File: src/rtl/cmd_decoder_param.sv
// Decodes the synchronised 32-bit PS->PL command word into a gated trigger
// pulse, NUM_REGS configuration registers with write strobes and a status word.
module cmd_decoder_param #(
    parameter int NUM_REGS    = 3,
    parameter int DATA_W      = 24,
    parameter int TRIG_LEN    = 1,
    parameter int SYNC_STAGES = 2
) (
    input  logic                         clk,
    input  logic                         rst,
    input  logic [31:0]                  data_input,
    input  logic                         busy_i,
    output logic                         cpu_trig,
    output logic [NUM_REGS*DATA_W-1:0]   regs_o,
    output logic [NUM_REGS-1:0]          reg_wr_o,
    output logic [31:0]                  status_o,
    output logic [7:0]                   led_o
);

    localparam logic [1:0] ST_INIT    = 2'd0;
    localparam logic [1:0] ST_IDLE    = 2'd1;
    localparam logic [1:0] ST_CAPTURE = 2'd2;
    localparam logic [1:0] ST_TRIG    = 2'd3;

    localparam int TW = (TRIG_LEN > 1) ? $clog2(TRIG_LEN) : 1;
    localparam int IW = $clog2(SYNC_STAGES + 1);

    logic [31:0] sync_q [SYNC_STAGES];
    logic [31:0] sw;

    logic [1:0]                  state_q,     state_d;
    logic [IW-1:0]               init_cnt_q,  init_cnt_d;
    logic                        ack_q,       ack_d;
    logic [31:0]                 cap_q,       cap_d;
    logic [TW-1:0]               trig_cnt_q,  trig_cnt_d;
    logic                        trig_q,      trig_d;
    logic [NUM_REGS*DATA_W-1:0]  regs_q,      regs_d;
    logic [NUM_REGS-1:0]         wr_q,        wr_d;
    logic                        err_flag_q,  err_flag_d;
    logic [7:0]                  err_cnt_q,   err_cnt_d;
    logic [15:0]                 cmd_cnt_q,   cmd_cnt_d;
    logic [5:0]                  last_addr_q, last_addr_d;
    logic                        led_trig_q,  led_trig_d;
    logic [5:0]                  led_data_q,  led_data_d;

    logic                        hit;

    always_ff @(posedge clk) begin
        if (rst) begin
            for (int k = 0; k < SYNC_STAGES; k++) sync_q[k] <= '0;
        end else begin
            sync_q[0] <= data_input;
            for (int k = 1; k < SYNC_STAGES; k++) sync_q[k] <= sync_q[k-1];
        end
    end

    assign sw = sync_q[SYNC_STAGES-1];

    always_comb begin
        state_d     = state_q;
        init_cnt_d  = init_cnt_q;
        ack_d       = ack_q;
        cap_d       = cap_q;
        trig_cnt_d  = trig_cnt_q;
        trig_d      = trig_q;
        regs_d      = regs_q;
        wr_d        = '0;
        err_flag_d  = err_flag_q;
        err_cnt_d   = err_cnt_q;
        cmd_cnt_d   = cmd_cnt_q;
        last_addr_d = last_addr_q;
        led_trig_d  = led_trig_q;
        led_data_d  = led_data_q;
        hit         = 1'b0;

        case (state_q)
            ST_INIT: begin
                // Adopt the current flag so a word already present is not replayed
                if (init_cnt_q == IW'(SYNC_STAGES)) begin
                    ack_d   = sw[31];
                    state_d = ST_IDLE;
                end else begin
                    init_cnt_d = init_cnt_q + IW'(1);
                end
            end
            ST_IDLE: begin
                trig_d = 1'b0;
                if (sw[31] != ack_q) begin
                    cap_d   = sw;
                    state_d = ST_CAPTURE;
                end
            end
            ST_CAPTURE: begin
                if (sw != cap_q) begin
                    cap_d = sw;
                end else begin
                    ack_d       = cap_q[31];
                    cmd_cnt_d   = cmd_cnt_q + 16'd1;
                    last_addr_d = cap_q[30:25];
                    err_flag_d  = 1'b0;
                    led_trig_d  = 1'b0;
                    state_d     = ST_IDLE;
                    for (int i = 0; i < NUM_REGS; i++) begin
                        if (cap_q[30:25] == 6'(63 - i)) begin
                            hit = 1'b1;
                            regs_d[i*DATA_W +: DATA_W] = cap_q[DATA_W-1:0];
                            wr_d[i] = 1'b1;
                        end
                    end
                    if (cap_q[30:25] == 6'd0 && !cap_q[24]) begin
                        err_cnt_d = 8'd0;
                    end else if (cap_q[30:25] == 6'd0 && !busy_i) begin
                        trig_d     = 1'b1;
                        trig_cnt_d = TW'(TRIG_LEN - 1);
                        led_trig_d = 1'b1;
                        state_d    = ST_TRIG;
                    end else if (hit) begin
                        led_data_d = cap_q[5:0];
                    end else begin
                        err_flag_d = 1'b1;
                        if (err_cnt_q != 8'hFF) err_cnt_d = err_cnt_q + 8'd1;
                    end
                end
            end
            ST_TRIG: begin
                if (trig_cnt_q == '0) begin
                    trig_d  = 1'b0;
                    state_d = ST_IDLE;
                end else begin
                    trig_cnt_d = trig_cnt_q - TW'(1);
                end
            end
            default: state_d = ST_INIT;
        endcase
    end

    always_ff @(posedge clk) begin
        if (rst) begin
            state_q     <= ST_INIT;
            init_cnt_q  <= '0;
            ack_q       <= 1'b0;
            cap_q       <= '0;
            trig_cnt_q  <= '0;
            trig_q      <= 1'b0;
            regs_q      <= '0;
            wr_q        <= '0;
            err_flag_q  <= 1'b0;
            err_cnt_q   <= '0;
            cmd_cnt_q   <= '0;
            last_addr_q <= '0;
            led_trig_q  <= 1'b0;
            led_data_q  <= '0;
        end else begin
            state_q     <= state_d;
            init_cnt_q  <= init_cnt_d;
            ack_q       <= ack_d;
            cap_q       <= cap_d;
            trig_cnt_q  <= trig_cnt_d;
            trig_q      <= trig_d;
            regs_q      <= regs_d;
            wr_q        <= wr_d;
            err_flag_q  <= err_flag_d;
            err_cnt_q   <= err_cnt_d;
            cmd_cnt_q   <= cmd_cnt_d;
            last_addr_q <= last_addr_d;
            led_trig_q  <= led_trig_d;
            led_data_q  <= led_data_d;
        end
    end

    assign cpu_trig = trig_q;
    assign regs_o   = regs_q;
    assign reg_wr_o = wr_q;
    assign status_o = {ack_q, last_addr_q, err_flag_q, err_cnt_q, cmd_cnt_q};
    assign led_o    = {sw[31], led_trig_q, led_data_q};

endmodule

File: config.mk
export PLATFORM = sky130hd
export DESIGN_NAME = cmd_decoder_param
export DESIGN_NICKNAME = d
export VERILOG_FILES = /design/src/rtl/cmd_decoder_param.sv
export SDC_FILE = /design/constraint.sdc
export NUM_CORES = 1
export LEC_CHECK = 0
export ABC_AREA = 1
export CORE_UTILIZATION = 52
export CTS_CLUSTER_DIAMETER = 40
export CTS_CLUSTER_SIZE = 16
export DETAILED_ROUTE_END_ITERATION = 8
export PLACE_DENSITY = 0.77
export SYNTH_ARGS = -nofsm -noshare
export SYNTH_HDL_FRONTEND = slang
export SYNTH_SLANG_ARGS = --single-unit
File: constraint.sdc
create_clock -name clk -period 2 [get_ports clk]
set_clock_uncertainty 0.15 [all_clocks]
set_input_delay 0.4 -clock clk [delete_from_list [all_inputs] [get_ports clk]]
set_output_delay 0.4 -clock clk [all_outputs]
set_load 0.05 [all_outputs]
==> results_dict.tcl <==
set metrics [dict create \
    outcome "complete, but fails checks" \
    violations "setup timing" \
    hpwl_mm 14.18 \
    htreeDepth 1 \
    ys_seq_area_frac 0.5107 \
    crit_path_end_kind "register" \
    ys_dominant_reg_cell "dfxtp_1" \
    setup_ws_ns -0.1306 \
    dr_total_vias 8240 \
    drtPass1Iterations 7 \
    synthCells 1115 \
    antenna_found_initial 0 \
    grt_max_degree 118 \
    path_cells "xnor2_1 -> nand2_1 -> nor2_1 -> nand2_2 -> nor2_4 -> nand2_2 -> nor2_4 -> buf_4 -> nand3_4 -> clkbuf_16 -> nor2_1 -> nor2_1" \
    hold_path.class "primary input to register" \
    holdWs_ns 0.2116 \
    start_util 0.5325 \
    crit_required_ns 2.28 \
    finalNetCount 1366 \
    total_power_mw 11.21 \
    grt_pass1_vias 6896 \
    cp-start-kind "register" \
    max_cap_viol_count 0 \
    clock-sinks 215 \
    path_clk_slew_ns 0.07 \
    numCtsBuffers 28 \
    clk_latency_ns 0.55 \
    n_fill_cell 1046 \
    syn_avg_cell_area_sq_um 7.559 \
    worst_pin_slew_ns 0.5202 \
    area_growth_pct 44.89 \
    place_area_sq_um 10230 \
    rows 46 \
    ant_nets 0 \
    fin_crit_sh 1.065 \
    final_cell_mix "dfxtp_1 (201), nor2_1 (181), buf_4 (172)" \
    relSlewSlack 0.6532 \
    synth_cell_types 36 \
    syn-num-nets 1158 \
    routed_wl_mm 24.82 \
    via_per_inst 5.279 \
    yosys_warnings 0 \
    setup_viol 75 \
    final_layout_size_suffix_gt1_frac 0.3004 \
    design_area_sq_um 12210 \
    fin_crit_ns 2.131 \
    critPathArrivalTime_ns 2.41 \
    root_buffer "clkbuf_16" \
    io_buffers 150 \
    dp.cells 1486 \
    ir_drop_uv 941.0 \
    die_w_um 129.3 \
    grt.overflow.total 0 \
    regArea_sq_um 4324 \
    drt_iter0_markers 633 \
    pin_count 151 \
    cpPeakStageDelay_ns 0.38 \
    drc 0 \
    grtUsageTotal 0.2518 \
    cpMostUsedCell "nor2_1" \
    gp_congestion 0.8709 \
    power_leakage_nw 5.313 \
    utilization 0.7715 \
    p_per_area_nw_per_um2 917.7 \
    clockBufferDepth 3 \
    die_h_um 129.3 \
    layout_commonest_cell "dfxtp_1" \
    core_region_area_sq_um 15830 \
    dieArea_sq_um 16720 \
    wl_per_cell_um 15.90 \
    path_class "register to register" \
    crit_path_max_fanout 12 \
    antennaDiodeCount 0 \
    cp_slowest_cell "dfxtp_1" \
    grt_pass1_wl_mm 33.69 \
    cts_tree "built" \
    synthArstFlopShare 0 \
    synth_area_sq_um 8428 \
    hold_viol 0 \
    max_freq_mhz 469.3 \
    grt_setup_unrepaired "yes" \
    layoutNonFillerInstCount 1561 \
    ys_ff_latch 215 \
    multi_input_area_sq_um 3960 \
    slew_violations 0 \
    synth_edf_count 0 \
]
-- metal layers --
layer  global-route usage  wire, um  vias to the layer above
met5                    0         0                        -
met3              0.03344      1933                       82
li1                     -         -                     3950
met4              0.07820       856                        0
met1               0.3526     10260                     3819
met2               0.4035     11760                      389
-- report_power, final --
| group | leakage [nW] | switching (mW) | internal (mW) |
|---|---|---|---|
| Combinational | 3.09 | 1.03 | 0.615 |
| Clock | 0.472 | 2.23 | 2.78 |
| Sequential | 1.75 | 0.109 | 4.45 |
| Total | 5.31 | 3.37 | 7.84 |
-- per-stage QoR --
stage	setup TNS (ns)	setup slack, ns
floorplan	0	0.06870
global placement	0	0.02690
detailed placement	-2.929	-0.08289
CTS	0	0.004009
global route	-15.32	-0.2369
finish	-3.278	-0.1306
-- layout make-up --
type	count	share of cell area
Clock inverter	22	0.02029
Inverter	126	0.03873
Clock buffer	30	0.05881
Sequential cell	215	0.3541
Timing Repair Buffer	238	0.1817
Tap cell	216	0.02213
Multi-Input combinational cell	714	0.3243
-- worst max-delay path, delay by kind of cell, from the launching register on --
family                 cells  cell delay (ns)
AND/OR/NAND/NOR            9             1.00
buffers and inverters      2             0.35
XOR/XNOR                   1             0.15
flip-flops                 1             0.38
-- final timing paths --
check	from	end	slack, ns	cells after the start
max reg2reg	sync_q[0][55]	regs_o[59]	-0.13	12
min	data_input[14]	sync_q[0][14]	0.21	3
max	sync_q[0][55]	regs_o[59]	-0.13	12
min reg2reg	sync_q[0][22]	sync_q[0][54]	0.24	2
-- cell usage after synthesis, types with 4 or more instances --
master,instances,area (sq um)
dfxtp_1,215,4304
nor2_1,190,713.2
nand2_1,184,690.7
inv_1,120,450.4
a21oi_1,88,440.4
nand3_1,74,370.4
o21ai_0,68,340.3
nor3_1,39,195.2
clkbuf_1,28,105.1
xnor2_1,28,245.2
buf_2,19,95.09
ha_1,8,100.1
buf_1,7,26.28
nand4_1,7,43.79
inv_2,5,18.77
buf_4,4,30.03
nor2_2,4,25.02
xor2_1,4,35.03
-- timing repair --
item                       in CTS  in global routing
gates cloned                    1                  9
buffers inserted                6                  7
setup endpoints to repair     119                145
gates resized for setup        18                178
hold buffers                    0                  0
pin swaps                       5                 29
-- cell families (layout without fill, tap and decap cells) --
group,count (synthesis),count (layout),synth area share
AND/OR/NAND/NOR,511,512,0.2562
flip-flops,215,215,0.5107
buffers and inverters,187,416,0.09056
AO/OA/AOI/OAI,162,162,0.09739
XOR/XNOR,32,32,0.03325
adder cells (fa/ha/maj),8,8,0.01188
-- sequential cells by signal (all words and copies together) (netlist names) --
name and cells:
regs_o 72, err_cnt_q 8, reg_wr_o 3, state_q 2, cmd_cnt_q 16, led_data_q 6
sync_q 64, led_trig_q 1, cap_q 32, last_addr_q 6, cpu_trig 1, init_cnt_q 2
err_flag_q 1, ack_q 1
No activity file was read; power rests on OpenSTA's default activity.
